**config.mk**
```make
export PLATFORM = sky130hd
export DESIGN_NAME = sram32_lsu_bridge_flat
export DESIGN_NICKNAME = d
export VERILOG_FILES = /design/src/rtl/sram32_pkg.sv /design/src/rtl/sram32_lsu_bridge_if.sv /design/src/rtl/sram32_load_align.sv /design/src/rtl/sram32_lsu_bridge.sv /design/src/flat_wrapper.sv
export SDC_FILE = /design/constraint.sdc
export NUM_CORES = 1
export LEC_CHECK = 0
export ABC_AREA = 1
export CAP_MARGIN = 20
export CORE_MARGIN = 3
export CORE_UTILIZATION = 34
export DETAILED_ROUTE_END_ITERATION = 6
export GPL_TIMING_DRIVEN = 0
export PLACE_DENSITY = 0.85
export RECOVER_POWER = 25
export SYNTH_ARGS = -nofsm -noshare
export SYNTH_HDL_FRONTEND = slang
export SYNTH_SLANG_ARGS = --single-unit
```
**constraint.sdc**
```tcl
create_clock -name clk -period 1.25 [get_ports clk]
set_input_delay 0.125 -clock clk [delete_from_list [all_inputs] [get_ports clk]]
set_output_delay 0.125 -clock clk [all_outputs]
set_load 0.01 [all_outputs]
```
**src/rtl/sram32_pkg.sv**
```systemverilog
// Shared definitions for the sram32 load/store bridge.
//   SZ_BYTE/SZ_HALF/SZ_WORD : req_size encodings (3 is illegal)
//   state_t                 : bridge response FSM encoding
//   be_gen()                : byte-lane enables for a store of a given size/offset
package sram32_pkg;

    localparam logic [1:0] SZ_BYTE = 2'd0;
    localparam logic [1:0] SZ_HALF = 2'd1;
    localparam logic [1:0] SZ_WORD = 2'd2;

    typedef enum logic {
        IDLE = 1'b0,
        RESP = 1'b1
    } state_t;

    function automatic logic [3:0] be_gen(input logic [1:0] size, input logic [1:0] adr_lo);
        case (size)
            SZ_BYTE: be_gen = 4'b0001 << adr_lo;
            SZ_HALF: be_gen = 4'b0011 << {adr_lo[1], 1'b0};
            SZ_WORD: be_gen = 4'hF;
            default: be_gen = 4'h0;
        endcase
    endfunction

endpackage

```
**src/rtl/sram32_lsu_bridge_if.sv**
```systemverilog
// Core-side request/response channel of the sram32 load/store bridge.
//   req_*  : valid/ready request (we, size, signed, byte address, store data)
//   rsp_*  : valid/ready response (load data, error flag)
// master = core side, slave = bridge side.
interface sram32_lsu_bridge_if;

    logic        req_valid;
    logic        req_ready;
    logic        req_we;
    logic [1:0]  req_size;
    logic        req_signed;
    logic [31:0] req_adr;
    logic [31:0] req_wdata;

    logic        rsp_valid;
    logic        rsp_ready;
    logic [31:0] rsp_rdata;
    logic        rsp_err;

    modport master (
        output req_valid, req_we, req_size, req_signed, req_adr, req_wdata, rsp_ready,
        input  req_ready, rsp_valid, rsp_rdata, rsp_err
    );

    modport slave (
        input  req_valid, req_we, req_size, req_signed, req_adr, req_wdata, rsp_ready,
        output req_ready, rsp_valid, rsp_rdata, rsp_err
    );

endinterface

```
**src/rtl/sram32_load_align.sv**
```systemverilog
// Load data alignment: picks the addressed byte/half lane out of the SRAM
// word and sign- or zero-extends it to 32 bits.
//   dout      in  32  raw SRAM read word
//   adr_lo    in  2   byte offset within the word
//   size      in  2   SZ_BYTE / SZ_HALF / SZ_WORD
//   is_signed in  1   1 = sign-extend, 0 = zero-extend
//   value     out 32  aligned, extended load result
module sram32_load_align
    import sram32_pkg::*;
(
    input  logic [31:0] dout,
    input  logic [1:0]  adr_lo,
    input  logic [1:0]  size,
    input  logic        is_signed,
    output logic [31:0] value
);

    logic [7:0]  lane_b;
    logic [15:0] lane_h;

    always_comb begin
        lane_b = dout[{adr_lo, 3'b000} +: 8];
        lane_h = adr_lo[1] ? dout[31:16] : dout[15:0];
        case (size)
            SZ_BYTE: value = {{24{is_signed & lane_b[7]}}, lane_b};
            SZ_HALF: value = {{16{is_signed & lane_h[15]}}, lane_h};
            default: value = dout;
        endcase
    end

endmodule

```
**src/rtl/sram32_lsu_bridge.sv**
```systemverilog
// Load/store bridge between the core data-memory port and one sram32.
//   clk, rst_n : clock, synchronous active-low reset
//   bus        : request/response channel (slave side)
//   err_cnt    : saturating count of errored requests
//   mem_*      : sram32 en/we/adr/din, mem_dout is its combinational read data
//
// state | meaning
// IDLE  | no response held, always ready for a request
// RESP  | response held on rsp_*, ready only if the consumer takes it this cycle
module sram32_lsu_bridge
    import sram32_pkg::*;
#(
    parameter int ADDR_BITS = 16,
    parameter int ERRW      = 8
) (
    input  logic              clk,
    input  logic              rst_n,
    sram32_lsu_bridge_if.slave bus,
    output logic [ERRW-1:0]   err_cnt,
    output logic              mem_en,
    output logic [3:0]        mem_we,
    output logic [31:0]       mem_adr,
    output logic [31:0]       mem_din,
    input  logic [31:0]       mem_dout
);

    state_t      state;
    state_t      state_n;
    logic        accept;
    logic        misaligned;
    logic        out_of_range;
    logic        req_err;
    logic [31:0] load_value;

    always_comb begin
        misaligned   = (bus.req_size == SZ_HALF && bus.req_adr[0]) ||
                       (bus.req_size == SZ_WORD && bus.req_adr[1:0] != 2'b00);
        out_of_range = (bus.req_adr >> ADDR_BITS) != 32'd0;
        req_err      = misaligned | out_of_range | (bus.req_size == 2'd3);
    end

    always_ff @(posedge clk) begin
        if (!rst_n) begin
            state <= IDLE;
        end else begin
            state <= state_n;
        end
    end

    // accept is masked by rst_n so nothing reaches the SRAM while in reset
    always_comb begin
        state_n       = state;
        bus.req_ready = (state == IDLE) | bus.rsp_ready;
        bus.rsp_valid = (state == RESP);
        accept        = bus.req_valid & bus.req_ready & rst_n;
        if (accept) begin
            state_n = RESP;
        end else if (bus.rsp_ready) begin
            state_n = IDLE;
        end
    end

    always_comb begin
        mem_en  = accept & ~req_err;
        mem_we  = be_gen(bus.req_size, bus.req_adr[1:0]) & {4{mem_en & bus.req_we}};
        mem_adr = bus.req_adr;
        case (bus.req_size)
            SZ_BYTE: mem_din = {4{bus.req_wdata[7:0]}};
            SZ_HALF: mem_din = {2{bus.req_wdata[15:0]}};
            default: mem_din = bus.req_wdata;
        endcase
    end

    sram32_load_align u_align (
        .dout      (mem_dout),
        .adr_lo    (bus.req_adr[1:0]),
        .size      (bus.req_size),
        .is_signed (bus.req_signed),
        .value     (load_value)
    );

    always_ff @(posedge clk) begin
        if (!rst_n) begin
            bus.rsp_rdata <= '0;
            bus.rsp_err   <= 1'b0;
            err_cnt       <= '0;
        end else if (accept) begin
            bus.rsp_err   <= req_err;
            bus.rsp_rdata <= (req_err | bus.req_we) ? 32'd0 : load_value;
            if (req_err && err_cnt != {ERRW{1'b1}}) begin
                err_cnt <= err_cnt + {{(ERRW-1){1'b0}}, 1'b1};
            end
        end
    end

endmodule
```
**src/flat_wrapper.sv**
```systemverilog
// flat-port wrapper written by rule: the top's interface ports become plain ports
module sram32_lsu_bridge_flat import sram32_pkg::*;
#(
    parameter int ADDR_BITS = 16,
    parameter int ERRW      = 8
)
  (clk, rst_n, err_cnt, mem_en, mem_we, mem_adr, mem_din, mem_dout, bus_req_valid, bus_req_we, bus_req_size, bus_req_signed, bus_req_adr, bus_req_wdata, bus_rsp_ready, bus_req_ready, bus_rsp_valid, bus_rsp_rdata, bus_rsp_err);
  sram32_lsu_bridge_if bus_i ();
  input  logic clk;
  input  logic rst_n;
  output logic [ERRW-1:0] err_cnt;
  output logic mem_en;
  output logic [3:0] mem_we;
  output logic [31:0] mem_adr;
  output logic [31:0] mem_din;
  input  logic [31:0] mem_dout;
  input wire logic [$bits(bus_i.req_valid)-1:0] bus_req_valid;
  input wire logic [$bits(bus_i.req_we)-1:0] bus_req_we;
  input wire logic [$bits(bus_i.req_size)-1:0] bus_req_size;
  input wire logic [$bits(bus_i.req_signed)-1:0] bus_req_signed;
  input wire logic [$bits(bus_i.req_adr)-1:0] bus_req_adr;
  input wire logic [$bits(bus_i.req_wdata)-1:0] bus_req_wdata;
  input wire logic [$bits(bus_i.rsp_ready)-1:0] bus_rsp_ready;
  output wire logic [$bits(bus_i.req_ready)-1:0] bus_req_ready;
  output wire logic [$bits(bus_i.rsp_valid)-1:0] bus_rsp_valid;
  output wire logic [$bits(bus_i.rsp_rdata)-1:0] bus_rsp_rdata;
  output wire logic [$bits(bus_i.rsp_err)-1:0] bus_rsp_err;
  assign bus_i.req_valid = bus_req_valid;
  assign bus_i.req_we = bus_req_we;
  assign bus_i.req_size = bus_req_size;
  assign bus_i.req_signed = bus_req_signed;
  assign bus_i.req_adr = bus_req_adr;
  assign bus_i.req_wdata = bus_req_wdata;
  assign bus_i.rsp_ready = bus_rsp_ready;
  assign bus_req_ready = bus_i.req_ready;
  assign bus_rsp_valid = bus_i.rsp_valid;
  assign bus_rsp_rdata = bus_i.rsp_rdata;
  assign bus_rsp_err = bus_i.rsp_err;
  sram32_lsu_bridge #(.ADDR_BITS(ADDR_BITS), .ERRW(ERRW)) u_core (.clk(clk), .rst_n(rst_n), .bus(bus_i), .err_cnt(err_cnt), .mem_en(mem_en), .mem_we(mem_we), .mem_adr(mem_adr), .mem_din(mem_din), .mem_dout(mem_dout));
endmodule
```
=== Word level (Yosys, flattened, before mapping) ===
Index checks and enable logic that the tools add are counted.

* Input bits: 104
* Output and inout port bits: 112
* Register bits after elaboration: 42

* Reduce and logical (&&, ||, !) cells: 9
* Bitwise gates (word level): 13
* Muxes and demuxes: 7
* Equality and inequality tests: 4
* Shifts and indexed selects: 3
* Add/sub/neg operators: 1

{| class="wikitable"
|+ Operator list
! cell !! count
|-
| case mux 32 bit (2 select lines) || 2
|-
| two-way mux 32 bit || 1
|-
| nonzero test 32 bit || 1
|-
| variable part select 32 x 6 -> 8 bit || 1
|-
| two-way mux 16 bit || 1
|-
| case mux 4 bit (3 select lines) || 1
|-
| adder 8 x 1 -> 8 bit, second input constant || 1
|-
| != test 8 bit, second input constant || 1
|-
| bitwise AND 1 bit || 6
|-
| bitwise AND 4 bit || 1
|-
| == test 2 bit, second input constant || 2
|-
| OR 1 bit || 4
|-
| nonzero test 2 bit || 2
|-
| left shift 1 x 2 -> 4 bit, first input constant || 1
|-
| left shift 2 x 2 -> 4 bit, first input constant || 1
|-
| logical AND 1 bit || 3
|-
| == test 2 x 1 -> 1 bit, second input constant || 1
|-
| logical NOT 2 bit || 1
|-
| two-way mux 1 bit || 2
|-
| NOT 1 bit || 2
|-
| AND reduction 2 bit || 1
|-
| logical OR 1 bit || 1
|}

=== Longest topological paths before layout ===
Gate-level depths: netlist of the first run.

* Depth in word-level cells: 9
* Depth in mapped cells: 12

=== Hierarchy ===
From an unflattened synthesis of the first run, not the netlist that was laid out.

* Cells, all modules: 571
* Area total of the unflattened synthesis: 3584.7 um^2

{| class="wikitable"
|+ Modules (own cells, without submodules)
! module !! area each (um^2) !! cells an instance !! instances
|-
| sram32_lsu_bridge || 2730.1 || 418 || 1
|-
| sram32_load_align || 854.6 || 153 || 1
|}

=== Least setup slack after synthesis of the first run ===
Ideal clock, no wire load.

* Kind: reg2out
* From: register u_core.state (netlist: u_core.bus.rsp_valid)
* To: output port mem_we[0]
* Setup slack: -0.271 ns
* Required time: 1.125 ns
* Path buffers: 0
* Stages on the path, launching flop included: 8
* Arrival: 1.396 ns
* Cell sequence: dfxtp_1 -> nand2_1 -> nand2_1 -> nor2_2 -> nand3_4 -> inv_1 -> nand2_1 -> a31oi_1

* Cells in the longest elaborated chain, start to end: 7

{| class="wikitable"
|+ RTL lines
! what !! line !! text
|-
| start, declared || sram32_lsu_bridge.sv:27 || <nowiki>state_t state;</nowiki>
|-
| start signal, assigned || sram32_lsu_bridge.sv:46 || <nowiki>state <= state_n;</nowiki>
|-
| NOT 1 bit || sram32_lsu_bridge.sv:53 || <nowiki>bus.req_ready = (state == IDLE) | bus.rsp_ready;</nowiki>
|-
| OR 1 bit || sram32_lsu_bridge.sv:53 ||
|-
| net bus_req_ready || flat_wrapper.sv:24 || <nowiki>output wire logic [$bits(bus_i.req_ready)-1:0] bus_req_ready;</nowiki>
|-
| bitwise AND 1 bit (2 in a row) || sram32_lsu_bridge.sv:55 || <nowiki>accept = bus.req_valid & bus.req_ready & rst_n;</nowiki>
|-
| bitwise AND 1 bit || sram32_lsu_bridge.sv:64 || <nowiki>mem_en = accept & ~req_err;</nowiki>
|-
| net mem_en || flat_wrapper.sv:12 || <nowiki>output logic mem_en;</nowiki>
|-
| bitwise AND 1 bit || sram32_lsu_bridge.sv:65 || <nowiki>mem_we = be_gen(bus.req_size, bus.req_adr[1:0]) & {4{mem_en & bus.req_we}};</nowiki>
|-
| bitwise AND 4 bit || sram32_lsu_bridge.sv:65 ||
|-
| end, declared || flat_wrapper.sv:13 || <nowiki>output logic [3:0] mem_we;</nowiki>
|}

The timed path passes the listed nets, and every way through them passes these cells.

=== Final worst setup path of the first run ===
* From: register u_core.state (netlist: u_core.bus.rsp_valid)
* To: output port mem_we[0]

* Cells in the longest elaborated chain, start to end: 7

{| class="wikitable"
|+ RTL lines
! what !! line
|-
| NOT 1 bit || sram32_lsu_bridge.sv:53
|-
| OR 1 bit || sram32_lsu_bridge.sv:53
|-
| bitwise AND 1 bit (2 in a row) || sram32_lsu_bridge.sv:55
|-
| bitwise AND 1 bit || sram32_lsu_bridge.sv:64
|-
| bitwise AND 1 bit || sram32_lsu_bridge.sv:65
|-
| bitwise AND 4 bit || sram32_lsu_bridge.sv:65
|}

No other way between the ends.

==> impl_metrics.env, run 1 <==
export IMPL_hp_start="rst_n"
export IMPL_dieWidth_um=106
export IMPL_max_freq_mhz=639
export IMPL_slew_violations=0
export IMPL_seq_area_frac_synth=0.245
export IMPL_peakVddDrop_mv=0.397
export IMPL_grt_pass1_wl_mm=21.2
export IMPL_yosys_area_share_simple=0.370
export IMPL_vias=4270
export IMPL_fin_nets=871
export IMPL_rr_endpoint="u_core.bus.rsp_rdata[18]$_SDFFE_PN0P_"
export IMPL_startpoint_type="register"
export IMPL_drtIter0Drc=232
export IMPL_ioPinCount=216
export IMPL_post_synth_top_area_cell="dfxtp_1"
export IMPL_period_needed_ns=1.57
export IMPL_grt_max_degree=14
export IMPL_finalSetupViolCount=45
export IMPL_postRouteAntennaNets=0
export IMPL_r2r_slack_ns=-0.30
export IMPL_worstHoldPathCells=3
export IMPL_wl_mm=13.8
export IMPL_worstPathArrival_ns=1.44
export IMPL_dieHeight_um=106
export IMPL_synth_nets=642
export IMPL_drtPass1Iterations=5
export IMPL_synth_xor_area_frac=0.0153
export IMPL_cts_buffers_inserted=5
export IMPL_tns_ns=-10.28
export IMPL_worstPathMaxFanout=4
export IMPL_fin_util=0.608
export IMPL_drive_above_1_share=0.266
export IMPL_drcViolationCount=0
export IMPL_hold_violations=0
export IMPL_rr_startpoint="u_core.bus.rsp_valid$_SDFFE_PN0P_"
export IMPL_hpwl_mm=11.2
export IMPL_synthCells=537
export IMPL_first_global_vias=4063
export IMPL_ys_async_sr_fraction=0
export IMPL_cts_sinks=42
export IMPL_worstRegToRegCells=9
export IMPL_fin_skew_ns=0.00530
export IMPL_core_um2=9770
export IMPL_min_path_type="in2reg"
export IMPL_required_ns=1.12
export IMPL_port_buffer_count=198
export IMPL_syn2layout_area_growth_pct=73.3
export IMPL_ys_seq_elements=42
export IMPL_cts_tree="built"
export IMPL_ys_warn_count=0
export IMPL_viasPerCell=4.74
export IMPL_finalWorstSetupSlack_ns=-0.315
export IMPL_overflow=0
export IMPL_cts_root_buffer="clkbuf_8"
export IMPL_path_class="reg2out"
export IMPL_path_clk_slew_ns=0.08
export IMPL_rsz0062_at_grt="yes"
export IMPL_synthMuxAreaShare=0
export IMPL_placed_cell_area_um2=5650
export IMPL_max_slew_worst_pin_slew_ns=0.755
export IMPL_rows=36
export IMPL_dieArea_um2=11300
export IMPL_violations="setup timing"
export IMPL_h_tree_depth=2
export IMPL_ys_flop_type="dfxtp_1"
export IMPL_synth_top_cell_area_share=0.245
export IMPL_max_slew_margin=0.497
export IMPL_synthTopCellsByArea="dfxtp_1 (25%), nand2_1 (24%), buf_4 (9.0%)"
export IMPL_synth_edf_count=0
export IMPL_synth_top_family_by_area="simple AND/OR/NAND/NOR gates"
export IMPL_clockBufferDepth=2
export IMPL_start_util=0.351
export IMPL_fin_area_um2=5940
export IMPL_end_kind="primary output"
export IMPL_status="finished, violations left"
export IMPL_cap_violations=0
export IMPL_synth_compound_area_share=0.176
export IMPL_synth_most_common_cell="nand2_1"
export IMPL_hold_end="u_core.err_cnt[1]$_SDFFE_PN0P_"
export IMPL_post_drt_wl_per_cell_um=15.3
export IMPL_fin_crit_sh=1.25
export IMPL_yosysUniqueCellTypes=32
export IMPL_insertion_delay_ns=0.30
export IMPL_leakagePower_nw=2.76
export IMPL_p_per_area_nw_per_um2=597
export IMPL_synth_area_um2=3430
export IMPL_whs_ns=0.148
export IMPL_pre_cts_slack_ns=-1.12
export IMPL_gp_congestion=0.917
export IMPL_antenna_found_initial=1
export IMPL_syn_avg_cell_area_um2=6.38
export IMPL_synth_adder_area_share=0.00365
export IMPL_grtUsageTotal=0.231
export IMPL_synthTopCellsByCount="nand2_1 (217), dfxtp_1 (42), inv_1 (42), buf_4 (41), o21ai_0 (29)"
metal layers:
| layer | GRT usage | routed length (um) | vias to the layer above |
|---|---|---|---|
| li1 | - | - | 2124 |
| met1 | 0.297 | 5790 | 1961 |
| met2 | 0.395 | 6830 | 157 |
| met3 | 0.0413 | 786 | 28 |
| met4 | 0.0666 | 364 | 0 |
| met5 | 0 | 0 | - |
worst max-delay path, stage by stage (launching register included):
cell     delay [ns]
dfxtp_2        0.34
nand2_4        0.08
nand2_8        0.05
nor2_4         0.14
nand3_4        0.09
inv_4          0.08
nand2_8        0.06
a31oi_4        0.16
buf_6          0.13
final cells by class:
cell class	instances	area, um2
repair buffers	221	2040
multi-input cells	379	2100
inverters	49	189
clock inverters	2	13.8
plain buffers	68	505
flip-flops and latches	42	857
clock buffers	6	72.6
fillers	956	3830
diodes	1	2.50
well taps	133	166
state kept, by name, summed over array words and instances (netlist names):
name / cells
u_core.bus.rsp_valid: 1
u_core.err_cnt: 8
u_core.bus.rsp_err: 1
u_core.bus.rsp_rdata: 32
how the worst max path moves through the flow:
stage / to / depth (start not counted) / startpoint / slack, ns
2_1_floorplan: u_core.err_cnt[2]$_SDFFE_PN0P_ / 7 / u_core.err_cnt[0]$_SDFFE_PN0P_ / -0.07
3_3_place_gp: mem_din[27] / 6 / bus_req_size[0] / -1.11
3_5_place_dp: mem_we[0] / 11 / bus_req_size[0] / -1.12
4_1_cts: mem_we[0] / 8 / u_core.bus.rsp_valid$_SDFFE_PN0P_ / -0.33
5_1_grt: mem_we[0] / 8 / u_core.bus.rsp_valid$_SDFFE_PN0P_ / -0.40
6_report: mem_we[0] / 8 / u_core.bus.rsp_valid$_SDFFE_PN0P_ / -0.32
timing repair:
action,in CTS,in global routing
setup buffers,13,7
gates cloned,3,1
endpoints found under the setup margin,137,65
pin swaps,22,20
hold buffers,0,0
resized for setup,166,46
report_power, final:
group	switching [W]	internal, W	total (W)
registers	0.0000104	0.00134	0.00135
clock network	0.000484	0.000394	0.000878
logic	0.000655	0.000660	0.00132
total	0.00115	0.00240	0.00355
logic make-up after synthesis:
| group | count (synthesis) |
|---|---|
| simple gates | 277 |
| buf+inv | 117 |
| compound gates | 94 |
| flops | 42 |
| xor+xnor | 6 |
| fa+ha+maj | 1 |
cell usage in the layout, fill, tap and decap left out, types with 3 or more instances in the layout:
cell and n:
xor2_1 3, dlygate4sd2_1 75, nand3_2 17, dlymetal6s2s_1 3, xnor2_1 3, buf_6 13, nand4_1 3, o21ai_0 27
o211ai_1 20, a21oi_1 12, nor2_2 4, clkbuf_2 10, nor2_4 7, nand2_1 208, clkbuf_1 10, nand3_4 3
inv_2 8, clkdlybuf4s15_1 4, inv_1 38, nor2_1 11, dlygate4sd3_1 16, buf_4 59, nand2_2 10, dfxtp_4 3
dfxtp_2 4, clkbuf_8 6, clkbuf_4 3, clkdlybuf4s50_1 80, buf_2 10, a21oi_2 29, dfxtp_1 35, nand3_1 8
stage by stage:
stage	instances	power (W)
final	901	0.00355
after global routing	901	0.00373
after CTS	892	0.00357
after detailed placement	868	0.00273
after global placement	868	0.00271
after floorplan	537	0.00200
No activity file was read; power rests on OpenSTA's default activity.
==> inputs of run 2 (changes only) <==
Settings changed: CORE_ASPECT_RATIO set to 0.7, CORE_UTILIZATION 34 to 35, CTS_CLUSTER_SIZE set to 30, PLACE_DENSITY 0.85 to 0.84.
Clock period 1.25 ns to 1.9 ns, I/O delays scaled along.
==> run 2 against run 1 <==
Effect of this change: the flow now finishes without violations; wire length fell by 0.62%; combinational power fell by 33%; core utilization rose by 1.7 points; worst setup slack improved by 0.39 ns; global-route usage rose by 1.1 points; clock skew rose by 0.0022 ns.
==> impl_metrics.env, run 2 (synthesis gave the netlist of run 1 again) <==
export IMPL_overflow=0
export IMPL_insertion_delay_ns=0.30
export IMPL_met2_length_mm=6.20
export IMPL_grtUsageTotal=0.242
export IMPL_path_clk_slew_ns=0.06
export IMPL_antenna_found_initial=0
export IMPL_first_global_vias=4102
export IMPL_crit_top_cell="nand2_1"
export IMPL_cts_root_buffer="clkbuf_16"
export IMPL_clockBufferDepth=2
export IMPL_cp_depth=7
export IMPL_cpLargestDelayFamily="buffers and inverters"
export IMPL_status="finished, final reports clean"
export IMPL_crit_path_end="mem_din[16]"
export IMPL_worstPathArrival_ns=1.63
export IMPL_critPathLaunch="bus_req_size[1]"
export IMPL_hpwl_mm=11.3
export IMPL_startpoint_type="input port"
export IMPL_viasPerCell=4.85
export IMPL_max_slew_margin=0.482
export IMPL_rr_startpoint="u_core.err_cnt[0]$_SDFFE_PN0P_"
export IMPL_cts_tree="built"
export IMPL_post_drt_wl_per_cell_um=15.7
export IMPL_cts_sinks=42
export IMPL_dieWidth_um=124
export IMPL_min_path_type="in2reg"
export IMPL_r2r_slack_ns=0.19
export IMPL_dieArea_um2=11000
export IMPL_final_cell_mix="nand2_1 (214), clkdlybuf4s50_1 (152), buf_4 (46), dfxtp_1 (42), inv_1 (41)"
export IMPL_fillCellCount=847
export IMPL_grt_pass1_wl_mm=21.4
export IMPL_gp_congestion=0.941
export IMPL_dr_max_layer_used="met4"
export IMPL_slew_violations=0
export IMPL_wl_met3_mm=1.15
export IMPL_grt_max_degree=15
export IMPL_leakagePower_nw=2.48
export IMPL_tns_ns=0
export IMPL_finalPower_w=0.00292
export IMPL_cts_buffers_inserted=5
export IMPL_cp_num_buf_inv=5
export IMPL_diodes=0
export IMPL_vias=4223
export IMPL_rr_endpoint="u_core.err_cnt[7]$_SDFFE_PN0P_"
export IMPL_fin_skew_ns=0.00745
export IMPL_cp_cell_sequence="buf_6 > inv_4 > clkbuf_2 > buf_2 > nand2_1 > nand2_1 > clkdlybuf4s50_1"
export IMPL_critical_path_slowest_cell="clkdlybuf4s50_1"
export IMPL_fin_nets=850
export IMPL_start_util=0.369
export IMPL_drcViolationCount=0
export IMPL_path_class="in2out"
export IMPL_finalSetupViolCount=0
export IMPL_port_buffer_count=198
export IMPL_fin_crit_sh=0.960
export IMPL_peakVddDrop_mv=0.373
export IMPL_worstRegToRegCells=7
export IMPL_drive_above_1_share=0.184
export IMPL_rsz0062_at_grt="yes"
export IMPL_wl_mm=13.7
export IMPL_worstPathMaxFanout=10
export IMPL_dieHeight_um=88.8
export IMPL_top_register="u_core.bus.rsp_rdata"
export IMPL_period_needed_ns=1.82
export IMPL_ioPinCount=216
export IMPL_drt_met1_wl_mm=6.10
export IMPL_max_slew_worst_pin_slew_ns=0.777
export IMPL_reg_top3="u_core.bus.rsp_rdata (32), u_core.err_cnt (8)"
export IMPL_h_tree_depth=2
export IMPL_end_kind="primary output"
export IMPL_rows=29
export IMPL_max_freq_mhz=548
export IMPL_p_per_area_nw_per_um2=504
export IMPL_holdBufCountCts=0
export IMPL_core_um2=9290
export IMPL_hold_violations=0
export IMPL_drtPass1Iterations=5
export IMPL_syn2layout_area_growth_pct=69.3
export IMPL_drtIter0Drc=326
export IMPL_layout_commonest_cell="nand2_1"
export IMPL_required_ns=1.71
export IMPL_postRouteAntennaNets=0
export IMPL_largest_register_ffs=32
export IMPL_cap_violations=0
export IMPL_cp_slowest_stage_delay_ns=0.55
-- run 2: changes by cell type in the layout (fill, tap and decap cells not counted), moves of 6 or more --
cell,delta
clkbuf_8,-6
nand2_1,+6
dlygate4sd2_1,-72
buf_6,-8
buf_4,-13
dlygate4sd3_1,+20
dfxtp_1,+7
a21oi_1,+8
a21oi_2,-8
clkbuf_2,-8
clkdlybuf4s50_1,+72
-- run 2: worst reg2reg max path: stages (launching register included) --
cell and delay, ns:
dfxtp_1 0.44, ha_1 0.26, nand4_1 0.18, nor3_2 0.25, nor2_1 0.06, nand2_1 0.20
nand2_1 0.11, a21oi_1 0.15
-- run 2: through the flow --
| step | worst slack (ns) | hold slack, ns | utilization | cells | instance area, um2 |
|---|---|---|---|---|---|
| after global placement | -0.635 | 0.456 | 0.599 | 859 | 5560 |
| after global routing | -0.0187 | 0.313 | 0.625 | 870 | 5800 |
| after floorplan | 0.314 | 0.311 | - | 537 | 3430 |
| final | 0.0752 | 0.289 | 0.625 | 870 | 5800 |
| after CTS | 0.0228 | 0.287 | 0.622 | 868 | 5780 |
| after detailed placement | -0.678 | 0.460 | 0.599 | 859 | 5560 |
-- run 2: worst min path at each step --
stage	to	start	slack, ns	cells past startpoint
5_1_grt	u_core.bus.rsp_rdata[15]$_SDFFE_PN0P_	bus_req_size[1]	0.31	4
2_1_floorplan	u_core.err_cnt[0]$_SDFFE_PN0P_	rst_n	0.31	2
6_report	u_core.bus.rsp_rdata[15]$_SDFFE_PN0P_	bus_req_size[1]	0.29	4
4_1_cts	u_core.bus.rsp_rdata[15]$_SDFFE_PN0P_	bus_req_size[1]	0.29	4
3_3_place_gp	u_core.bus.rsp_rdata[8]$_SDFFE_PN0P_	u_core.bus.rsp_rdata[8]$_SDFFE_PN0P_	0.46	2
3_5_place_dp	u_core.bus.rsp_rdata[11]$_SDFFE_PN0P_	u_core.bus.rsp_rdata[11]$_SDFFE_PN0P_	0.46	2
-- run 2: metal layers --
metal / vias up / GRT usage
met4: 0 / 0.0617
met1: 1902 / 0.315
met2: 214 / 0.407
met3: 23 / 0.0615
li1: 2084 / -
met5: - / 0
-- run 2: cell type report --
cell class                      instances  area, um2  share of cell area
Buffer                                 68        475              0.0819
Clock buffer                            5        125              0.0216
Clock inverter                          3       68.8              0.0119
Inverter                               49        186              0.0321
Multi-Input combinational cell        378       1970               0.339
Sequential cell                        42        841               0.145
Tap cell                              124        155              0.0267
Timing Repair Buffer                  201       1980               0.341
-- run 2: timing repair --
action                     4_1_cts  5_1_grt
resized for setup               35        7
setup buffers                    1        2
pin swaps                        2        3
setup endpoints to repair       29       15
hold endpoints to repair         0        0
-- run 2: power by group --
| part | switching, W | internal [W] | total, W |
|---|---|---|---|
| clock | 0.000389 | 0.000756 | 0.00115 |
| combinational | 0.000420 | 0.000464 | 0.000884 |
| sequential | 0.00000693 | 0.000887 | 0.000894 |
==> patch: new RTL, config.mk and constraints of run 1 <==
`ERRW` is set to 8 in 2 places; all go to 7.
--- a/src/rtl/sram32_lsu_bridge.sv
+++ b/src/rtl/sram32_lsu_bridge.sv
@@ -11,7 +11,7 @@
     import sram32_pkg::*;
 #(
     parameter int ADDR_BITS = 16,
-    parameter int ERRW      = 8
+    parameter int ERRW      = 7
 ) (
     input  logic              clk,
     input  logic              rst_n,
--- a/src/flat_wrapper.sv
+++ b/src/flat_wrapper.sv
@@ -2,7 +2,7 @@
 module sram32_lsu_bridge_flat import sram32_pkg::*;
 #(
     parameter int ADDR_BITS = 16,
-    parameter int ERRW      = 8
+    parameter int ERRW      = 7
 )
   (clk, rst_n, err_cnt, mem_en, mem_we, mem_adr, mem_din, mem_dout, bus_req_valid, bus_req_we, bus_req_size, bus_req_signed, bus_req_adr, bus_req_wdata, bus_rsp_ready, bus_req_ready, bus_rsp_valid, bus_rsp_rdata, bus_rsp_err);
   sram32_lsu_bridge_if bus_i ();
Ports: changed (resized err_cnt); port bits go from 216 to 215. No check against the original RTL was run, so the function may have changed too.
==> patch against run 1 <==
  * Via count up 3.3%
  * Worst setup slack gained 0.0039 ns
  * Total power is 5.4% higher
  * Synthesized area decreased by 4.3%
  * Final area is 0.78% higher
  * Largest cell class unchanged
  * Die area down 4.1%
  * Critical path type unchanged
  * Sequential cell count shrank 1
  * The flow still finishes with violations (setup timing)
  * Wire length grew 2.4%
==> patch: results (changes against run 1) <==
\begin{tabular}{lr}
\hline
Metric & Value \\
\hline
\multicolumn{2}{l}{\textbf{Placement}} \\
\quad Total half-perimeter wirelength after legalization and detailed placement & 11.0 mm (was 11.2 mm) \\
\quad Post-placement worst setup slack & -1.22 ns (was -1.12 ns) \\
\quad Post-DP Area & 5500 um2 (was 5650 um2) \\
\quad Buffers on Ports & 197 (was 198) \\
\quad Placed cell count & 854 (was 868) \\
\multicolumn{2}{l}{\textbf{Setup path}} \\
\quad Register-to-Register Path Depth & 10 (was 9) \\
\multicolumn{2}{l}{\textbf{Outcome}} \\
\quad Outcome & finished with violations (unchanged) \\
\quad Violations in the final reports & setup timing (unchanged) \\
\multicolumn{2}{l}{\textbf{Detailed routing}} \\
\quad DR vias/cell & 4.94 (was 4.74) \\
\quad Wire length on met2 & 7.06 mm (was 6.83 mm) \\
\quad Total wirelength of the detailed-routed design & 14.1 mm (was 13.8 mm) \\
\quad Routed wire length on met3 & 1.06 mm (was 786 um) \\
\multicolumn{2}{l}{\textbf{Cells and area}} \\
\quad Post-layout instance area & 5990 um2 (was 5940 um2) \\
\quad Buffers outside the clock class & 297 (was 289) \\
\quad Util after Layout & 64.5\% (was 60.8\%) \\
\quad Fraction of standard cell area in multi-input logic & 34.4\% (was 35.3\%) \\
\multicolumn{2}{l}{\textbf{Global route}} \\
\quad GR met1 Demand/Resource & 29.6\% (was 29.7\%) \\
\quad First-pass GRT wire length & 21.8 mm (was 21.2 mm) \\
\quad Vias in the first global route & 4265 (was 4063) \\
\quad Total GRT Usage & 24.5\% (was 23.1\%) \\
\quad Met3 GRT Util & 5.46\% (was 4.13\%) \\
\multicolumn{2}{l}{\textbf{Pwr}} \\
\quad Switching share of power & 31.1\% (was 32.4\%) \\
\multicolumn{2}{l}{\textbf{Synth}} \\
\quad Share of the yosys chip area belonging to registers & 25.0\% (was 24.5\%) \\
\quad Ranking of synthesized cells by instance count & 217 x nand2\_1, 41 x dfxtp\_1, 40 x buf\_4, 39 x inv\_1, 33 x a21oi\_1 (was 217 x nand2\_1, 42 x dfxtp\_1, 42 x inv\_1, 41 x buf\_4, 29 x o21ai\_0) \\
\multicolumn{2}{l}{\textbf{Min path}} \\
\quad Startpoint of the worst hold path & bus\_req\_size[1] (was rst\_n) \\
\multicolumn{2}{l}{\textbf{STA}} \\
\quad Setup TNS Final & -11.13 ns (was -10.28 ns) \\
\quad Setup-failing EPs final & 44 (was 45) \\
\quad Slack of the critical path & -0.311 ns (was -0.315 ns) \\
\hline
\end{tabular}
## patch: cell types whose count changed after synthesis, sizes merged, moves of 3 or more
cell    before  now
buf         53   50
clkbuf      15   18
inv         48   45
nand2      221  218
nand3       28   35
nand4        3    0
nor2        22   17
## patch: timing repair
action / CTS / global route
gates cloned: 3 / 0
gates resized for setup: 172 / 57
pin swaps: 19 / 13
buffers inserted: 23 / 6
endpoints found under the setup margin: 135 / 60
## patch: power groups by stage
stage	combinational [mW]	clock, mW	sequential, mW
after global routing	1.43	1.14	1.32
final	1.33	1.09	1.32
after global placement	1.30	0	1.35
after floorplan	0.590	0	1.36
after CTS	1.32	1.09	1.32
after detailed placement	1.32	0	1.35
## patch: cell families (layout without fill, tap and decap cells)
group,Yosys count,after routing,synth area share (%)
adders and majority gates,1,1,0.382
DFF,41,41,25.0
AOI/OAI and AO/OA,93,93,17.0
xor gates and xnor gates,4,4,1.07
buffers and inverters,115,352,19.2
and+or+nand+nor,274,274,37.3
